## src/rtl/controle_cruzamento.sv

```systemverilog
// Crossing controller: main road, side road and pedestrian phase with fair arbitration.
// Night blink mode is built only when CONTROLE_NOTURNO_EN is defined.
module controle_cruzamento #(
    parameter int unsigned T_MIN_VERDE = 8,
    parameter int unsigned T_VERDE     = 6,
    parameter int unsigned T_AMARELO   = 2,
    parameter int unsigned T_PEDESTRE  = 4,
    parameter int unsigned T_LIMPEZA   = 1,
    parameter int unsigned T_PISCA     = 2
) (
    input  logic       clk,
    input  logic       rst,
    input  logic       sensor_sec,
    input  logic       botao_pedestre,
    input  logic       modo_noturno,
    output logic       vp_verm,
    output logic       vp_amar,
    output logic       vp_verde,
    output logic       vs_verm,
    output logic       vs_amar,
    output logic       vs_verde,
    output logic       ped_verm,
    output logic       ped_verde,
    output logic       ped_ack,
    output logic [2:0] estado
);

    localparam logic [2:0] StPrincVerde = 3'd0;
    localparam logic [2:0] StPrincAmar  = 3'd1;
    localparam logic [2:0] StSecVerde   = 3'd2;
    localparam logic [2:0] StSecAmar    = 3'd3;
    localparam logic [2:0] StPedVerde   = 3'd4;
    localparam logic [2:0] StTudoVerm   = 3'd5;
    localparam logic [2:0] StNoturno    = 3'd6;

    localparam logic [7:0] FimMinVerde = 8'(T_MIN_VERDE - 1);
    localparam logic [7:0] FimVerde    = 8'(T_VERDE - 1);
    localparam logic [7:0] FimAmarelo  = 8'(T_AMARELO - 1);
    localparam logic [7:0] FimPedestre = 8'(T_PEDESTRE - 1);
    localparam logic [7:0] FimLimpeza  = 8'(T_LIMPEZA - 1);

    logic [2:0] state_q, state_d;
    logic [7:0] timer_q, timer_d;
    logic       ped_pend_q, ped_pend_d;
    logic       sec_pend_q, sec_pend_d;
    logic       ultimo_q, ultimo_d;
    logic       entra;
    logic       noturno_req;

`ifdef CONTROLE_NOTURNO_EN
    localparam logic [7:0] FimPisca = 8'(T_PISCA - 1);

    logic [7:0] pisca_cnt_q;
    logic       pisca_fase_q;
    logic       ambar_pisca;

    // Phase 0 means amber on; counter and phase rest at zero outside night mode.
    always_ff @(posedge clk) begin
        if (rst || state_q != StNoturno) begin
            pisca_cnt_q  <= 8'd0;
            pisca_fase_q <= 1'b0;
        end else if (pisca_cnt_q == FimPisca) begin
            pisca_cnt_q  <= 8'd0;
            pisca_fase_q <= ~pisca_fase_q;
        end else begin
            pisca_cnt_q  <= pisca_cnt_q + 8'd1;
        end
    end

    assign noturno_req = modo_noturno;
    assign ambar_pisca = ~pisca_fase_q;
`else
    logic unused_noturno;

    assign noturno_req    = 1'b0;
    assign unused_noturno = modo_noturno | (T_PISCA == 0);
`endif

    always_comb begin
        state_d  = state_q;
        ultimo_d = ultimo_q;
        case (state_q)
            StPrincVerde: begin
                if (noturno_req) begin
                    state_d = StNoturno;
                end else if (timer_q >= FimMinVerde && (ped_pend_q || sec_pend_q)) begin
                    state_d = StPrincAmar;
                end
            end
            StPrincAmar: begin
                if (timer_q == FimAmarelo) begin
                    // ultimo = 1: side road served last, so the pedestrian wins a tie
                    if (ped_pend_q && (!sec_pend_q || ultimo_q)) begin
                        state_d  = StPedVerde;
                        ultimo_d = 1'b0;
                    end else if (sec_pend_q) begin
                        state_d  = StSecVerde;
                        ultimo_d = 1'b1;
                    end else begin
                        state_d  = StPrincVerde;
                    end
                end
            end
            StSecVerde: if (timer_q == FimVerde)    state_d = StSecAmar;
            StSecAmar:  if (timer_q == FimAmarelo)  state_d = StTudoVerm;
            StPedVerde: if (timer_q == FimPedestre) state_d = StTudoVerm;
            StTudoVerm: if (timer_q == FimLimpeza)  state_d = StPrincVerde;
`ifdef CONTROLE_NOTURNO_EN
            StNoturno:  if (!modo_noturno)          state_d = StTudoVerm;
`endif
            default:    state_d = StTudoVerm;
        endcase
    end

    always_comb begin
        entra      = (state_d != state_q);
        ped_pend_d = ped_pend_q |
                     (botao_pedestre && state_q != StPedVerde && state_q != StNoturno);
        sec_pend_d = sec_pend_q |
                     (sensor_sec && state_q != StSecVerde && state_q != StNoturno);
        if (entra && state_d == StPedVerde) ped_pend_d = 1'b0;
        if (entra && state_d == StSecVerde) sec_pend_d = 1'b0;
        if (entra && state_d == StNoturno) begin
            ped_pend_d = 1'b0;
            sec_pend_d = 1'b0;
        end
        if (entra) begin
            timer_d = 8'd0;
        end else if (timer_q == 8'hFF) begin
            timer_d = timer_q;
        end else begin
            timer_d = timer_q + 8'd1;
        end
    end

    always_ff @(posedge clk) begin
        if (rst) begin
            state_q    <= StPrincVerde;
            timer_q    <= 8'd0;
            ped_pend_q <= 1'b0;
            sec_pend_q <= 1'b0;
            ultimo_q   <= 1'b1;
        end else begin
            state_q    <= state_d;
            timer_q    <= timer_d;
            ped_pend_q <= ped_pend_d;
            sec_pend_q <= sec_pend_d;
            ultimo_q   <= ultimo_d;
        end
    end

    always_comb begin
        vp_verm   = 1'b0;
        vp_amar   = 1'b0;
        vp_verde  = 1'b0;
        vs_verm   = 1'b0;
        vs_amar   = 1'b0;
        vs_verde  = 1'b0;
        ped_verm  = 1'b0;
        ped_verde = 1'b0;
        case (state_q)
            StPrincVerde: begin vp_verde = 1'b1; vs_verm  = 1'b1; ped_verm  = 1'b1; end
            StPrincAmar:  begin vp_amar  = 1'b1; vs_verm  = 1'b1; ped_verm  = 1'b1; end
            StSecVerde:   begin vp_verm  = 1'b1; vs_verde = 1'b1; ped_verm  = 1'b1; end
            StSecAmar:    begin vp_verm  = 1'b1; vs_amar  = 1'b1; ped_verm  = 1'b1; end
            StPedVerde:   begin vp_verm  = 1'b1; vs_verm  = 1'b1; ped_verde = 1'b1; end
`ifdef CONTROLE_NOTURNO_EN
            StNoturno:    begin vp_amar  = ambar_pisca; vs_amar = ambar_pisca; end
`endif
            default:      begin vp_verm  = 1'b1; vs_verm  = 1'b1; ped_verm  = 1'b1; end
        endcase
    end

    assign ped_ack = ped_pend_q;
    assign estado  = state_q;

endmodule

```

## config.mk

```make
export PLATFORM = sky130hd
export DESIGN_NAME = controle_cruzamento
export DESIGN_NICKNAME = d
export VERILOG_FILES = /design/src/rtl/controle_cruzamento.sv
export SDC_FILE = /design/constraint.sdc
export NUM_CORES = 1
export LEC_CHECK = 0
export ABC_AREA = 1
export BUFFER_PORTS_ARGS = -buffer_cell sky130_fd_sc_hd__buf_2
export CAP_MARGIN = 20
export CORE_MARGIN = 4
export CORE_UTILIZATION = 45
export DETAILED_ROUTE_END_ITERATION = 10
export PLACE_DENSITY = 0.79
export SYNTH_ARGS = -nofsm -noshare
export SYNTH_HDL_FRONTEND = slang
export SYNTH_SLANG_ARGS = --single-unit
```

## constraint.sdc

```tcl
create_clock -name clk -period 2 [get_ports clk]
set_input_delay 0.4 -clock clk [delete_from_list [all_inputs] [get_ports clk]]
set_output_delay 0.4 -clock clk [all_outputs]
set_load 0.02 [all_outputs]
```

== After elaboration in Yosys (flattened, before gate mapping) ==
Cells that the tools add are included.
Storage, ports and cells
  register bits after elaboration: 14
  bits of input ports: 5
  output and inout bits: 12
  logic and storage cells: 65
Cells by class
  add/sub/neg operators: 1
  magnitude comparators: 1
  equality and inequality tests: 16
  mux-type cells: 19
  bitwise operators: 2
  reduce and logical (&&, ||, !) cells: 21
Operators with widths (number)
  $mux 3: 7
  $pmux 3 s6: 1
  $eq 3x3->1 const B: 4
  $mux 1: 10
  $eq 3x2->1 const B: 3
  $logic_and 1x1->1: 9
  $add 8x1->8 const B: 1
  $eq 8x1->1 const B: 1
  $eq 8x2->1 const B: 1
  $eq 8x3->1 const B: 1
  $eq 8x8->1 const B: 1
  $ge 8x3->1 const B: 1
  $logic_not 8->1: 1
  $ne 3x3->1 const B: 2
  $reduce_or 2->1: 3
  $reduce_or 3->1: 2
  $eq 3x1->1 const B: 1
  $logic_not 3->1: 1
  $ne 3x2->1 const B: 1
  $ne 3x3->1: 1
  $reduce_and 3->1: 1
  $logic_or 1x1->1: 2
  $mux 2: 1
  $or 1x1->1: 2
  2 further kinds: 2

== Longest topological paths before layout ==
  depth after elaboration: 9
  mapped depth: 11
  depth with buffers taken out: 11

== Worst setup path after synthesis ==
Ideal clock, no wire load.
  path kind: register to output
  start point: register state_q[2], in the netlist estado[2]
  end point: output vp_verm
  data arrival time: 1334 ps
  path slack: 266 ps
  cell stages (with the launch flop): 6
  path buffers: 0
  cells stage by stage: dfxtp_1 inv_1 nand3_1 inv_1 or2_2 inv_1
Between the ends
  cells in the longest elaborated chain, start to end: 3
  elaborated cells on any way between the ends: 4
  classes of those cells: eq/ne (1); mux (1); reduce/logical (2)
RTL lines
  start, declared: RTL line 42  | logic [2:0] state_q, state_d;
  start signal, assigned: RTL line 138  | state_q <= StPrincVerde;
  start signal, assigned: RTL line 144  | state_q <= state_d;
  $eq 3x1->1 or $logic_not 3->1 (tied branches): RTL line 161  | case (state_q)
  $reduce_or 2->1 (no line) *
  $mux 1 *: RTL line 161
  end, declared: RTL line 16  | output logic vp_verm,
Mark *: on every way between the ends. The rest lies on a longest branch, timed or not.

== Worst setup path after layout ==
  start point: register state_q[1], in the netlist estado[1]
  end point: output vp_verm
Same word-level chain as after synthesis.

==> flow_summary.json <==
{
  "status": "finished clean",
  "track_usage_pct": 16.37,
  "slew_headroom_pct": 65.86,
  "worstSkewPairLatency_ns": 0.28,
  "drv_cap": 0,
  "routedWlPerCell_microns": 11.01,
  "fin_crit_sh_pct": 91.91,
  "die-area_sq_um": 2778,
  "crit_family": "flip-flops",
  "crit_path_start_kind": "flip-flop",
  "synth_top_area_share_pct": 31.15,
  "cp-end-kind": "primary output",
  "ir_worst_vdd_uv": 352.2,
  "grt-ovfl-total": 0,
  "skew_ns": 0.002893,
  "drv_slew": 0,
  "drive_above_1_share_pct": 23.38,
  "dpl-instance-area_sq_um": 1021,
  "dr.first_iter.drc_count": 18,
  "synthArstFlopShare_pct": 0,
  "cts_buffers": 3,
  "cts_tree": "yes",
  "layout_setup_ws_ns": 0.1618,
  "rr_worst_depth": 10,
  "crit_fanout": 8,
  "drt_drc_violations_left": 0,
  "max_stage_delay_ns": 0.42,
  "yosysTopAreaCell": "dfxtp_1",
  "rows": 15,
  "fp.coreArea_sq_um": 1802,
  "path_clk_slew_ns": 0.08,
  "clock_sinks": 14,
  "setup_viol": 0,
  "rsz0062_at_grt": "no",
  "critPathBufInv": 4,
  "crit_top_cell": "inv_1",
  "path_depth": 6,
  "vias_per_cell": 4.955,
  "synth.area.top_cells": "dfxtp_1 (31%), inv_1 (9.6%), nand2_1 (9.2%)",
  "worst_pin_slew_ns": 0.5082,
  "wirelength_microns": 1970,
  "max_freq_mhz": 544.0,
  "synth.most_common_cell": "inv_1",
  "yosys-top-cells-count": "inv_1 (23), nand2_1 (22), nor2_1 (20)",
  "fin_util_pct": 58.75,
  "synthDistinctLibCells": 25,
  "hold_viol": 0,
  "place_congestion": 0.8921,
  "dp_cells": 175,
  "postRouteAntennaNets": 0,
  "htree_levels": 1,
  "r2r_setup_slack_ns": 0.36,
  "cp_cell_sequence": "inv_1 > nand3_1 > inv_1 > or2_2 > inv_1 > buf_2",
  "cp-endpoint": "vp_verm",
  "worst_path_max_delay_cell": "dfxtp_2",
  "cp.required_ns": 1.60,
  "fp.dieW_microns": 52.71,
  "place_ws_ns": 0.3371,
  "synthFlopType": "dfxtp_1",
  "layout.nets": 163,
  "grt_max_degree": 9,
  "num_vias": 887,
  "antenna_found_initial": 0,
  "crit_type": "reg -> out",
  "nFillCells": 190,
  "finalPower_mw": 0.5830,
  "fin_crit_ns": 1.838,
  "synthCells": 133,
  "areaGrowthSynthToFinish_pct": 17.66,
  "grt_pass1_vias": 849,
  "r2r_start": "timer_q[1]",
  "pin_count": 17,
  "clk_path_buf_depth": 2,
  "timing.rr.end": "timer_q[1]",
  "place_hpwl_microns": 1540,
  "ys_ff_latch": 14,
  "die_h_microns": 52.71,
  "initial_core_util_pct": 49.93,
  "numPortBuffers": 15,
  "ys_seq_area_share_pct": 31.15,
  "finalInstanceArea_sq_um": 1059,
  "synth-edff-count": 0,
  "startpoint": "estado[1]",
  "synth_nets": 141,
  "cts_setup_buffers": 0,
  "power_density_nw_per_um2": 550.8,
  "yosys_warnings": 0,
  "holdWs_ns": 0.3284,
  "grt_pass1_wl_microns": 3360,
  "n_antenna_cell": 0,
  "first_pass_iters": 4,
  "cts-root-buf": "clkbuf_4",
  "p_leak_nw": 0.5258,
  "arrival_ns": 1.44,
  "avgSynthCellArea_sq_um": 6.764,
  "fin_cells": 179,
  "syn-cell-area_sq_um": 899.6,
  "hold_path.class": "in -> reg",
  "tns_ns": 0
}
where the power goes:
| part | internal [mW] | switching (mW) | leakage [nW] |
|---|---|---|---|
| registers | 0.289 | 0.00972 | 0.115 |
| clock network | 0.111 | 0.0929 | 0.0210 |
| logic | 0.0319 | 0.0490 | 0.390 |
repair_timing:
item	4_1_cts	5_1_grt
resized for setup	0	1
hold buffers	0	0
setup endpoints to repair	0	1
worst register-to-register path: stages (launching register included):
cell and delay, ns:
dfxtp_1 0.33, inv_1 0.11, ha_1 0.16, nand2_1 0.04, o21ai_0 0.23, nand2_1 0.08, nor2_1 0.18, nand2_1 0.09
nand2_2 0.08, nand4_4 0.13, nor2_1 0.14
layout by cell type, fill, tap and decap left out, types with 4 or more instances in the layout:
cell	instances
nand2_1	22
inv_1	23
inv_2	4
dfxtp_1	13
buf_2	15
nand3_1	8
o21ai_0	9
a21oi_1	8
nor2_1	20
routing by layer:
metal	up-vias	GRT usage [%]	part of all wire (%)
li1	470	-	-
met1	398	17.07	46
met2	15	29.96	48
met3	4	3.419	3.9
met4	0	8.936	1.7
met5	-	0	0
worst min-delay path by stage:
| stage | start | endpoint | slack [ns] | cells after the start |
|---|---|---|---|---|
| detailed placement | ultimo_q | ultimo_q | 0.49 | 2 |
| floorplan | ultimo_q | ultimo_q | 0.46 | 2 |
| CTS | rst | estado[1] | 0.32 | 2 |
| finish | rst | estado[1] | 0.33 | 2 |
| global placement | ultimo_q | ultimo_q | 0.48 | 2 |
| global route | rst | estado[1] | 0.32 | 2 |
state kept, by name (all words and copies together), names as in the netlist:
signal      flops
ultimo_q        1
sec_pend_q      1
estado          3
ped_ack         1
timer_q         8
kinds of logic after synthesis:
kind of cell	Yosys count	share of synthesized area, %
fa+ha+maj	3	4.173
buf+inv	27	11.26
xor+xnor	3	2.921
simple gates	66	38.39
compound gates	20	12.10
flops	14	31.15
final cells by class:
class                   instances  area (sq um)  share of cell area [%]
flip-flops and latches         14         281.5                   26.60
well taps                      25         31.28                   2.955
inverters                      27         101.3                   9.574
multi-input cells              92         518.0                   48.94
repair buffers                 17         90.09                   8.511
clock buffers                   4         36.28                   3.428
No activity file was read; power rests on OpenSTA's default activity.
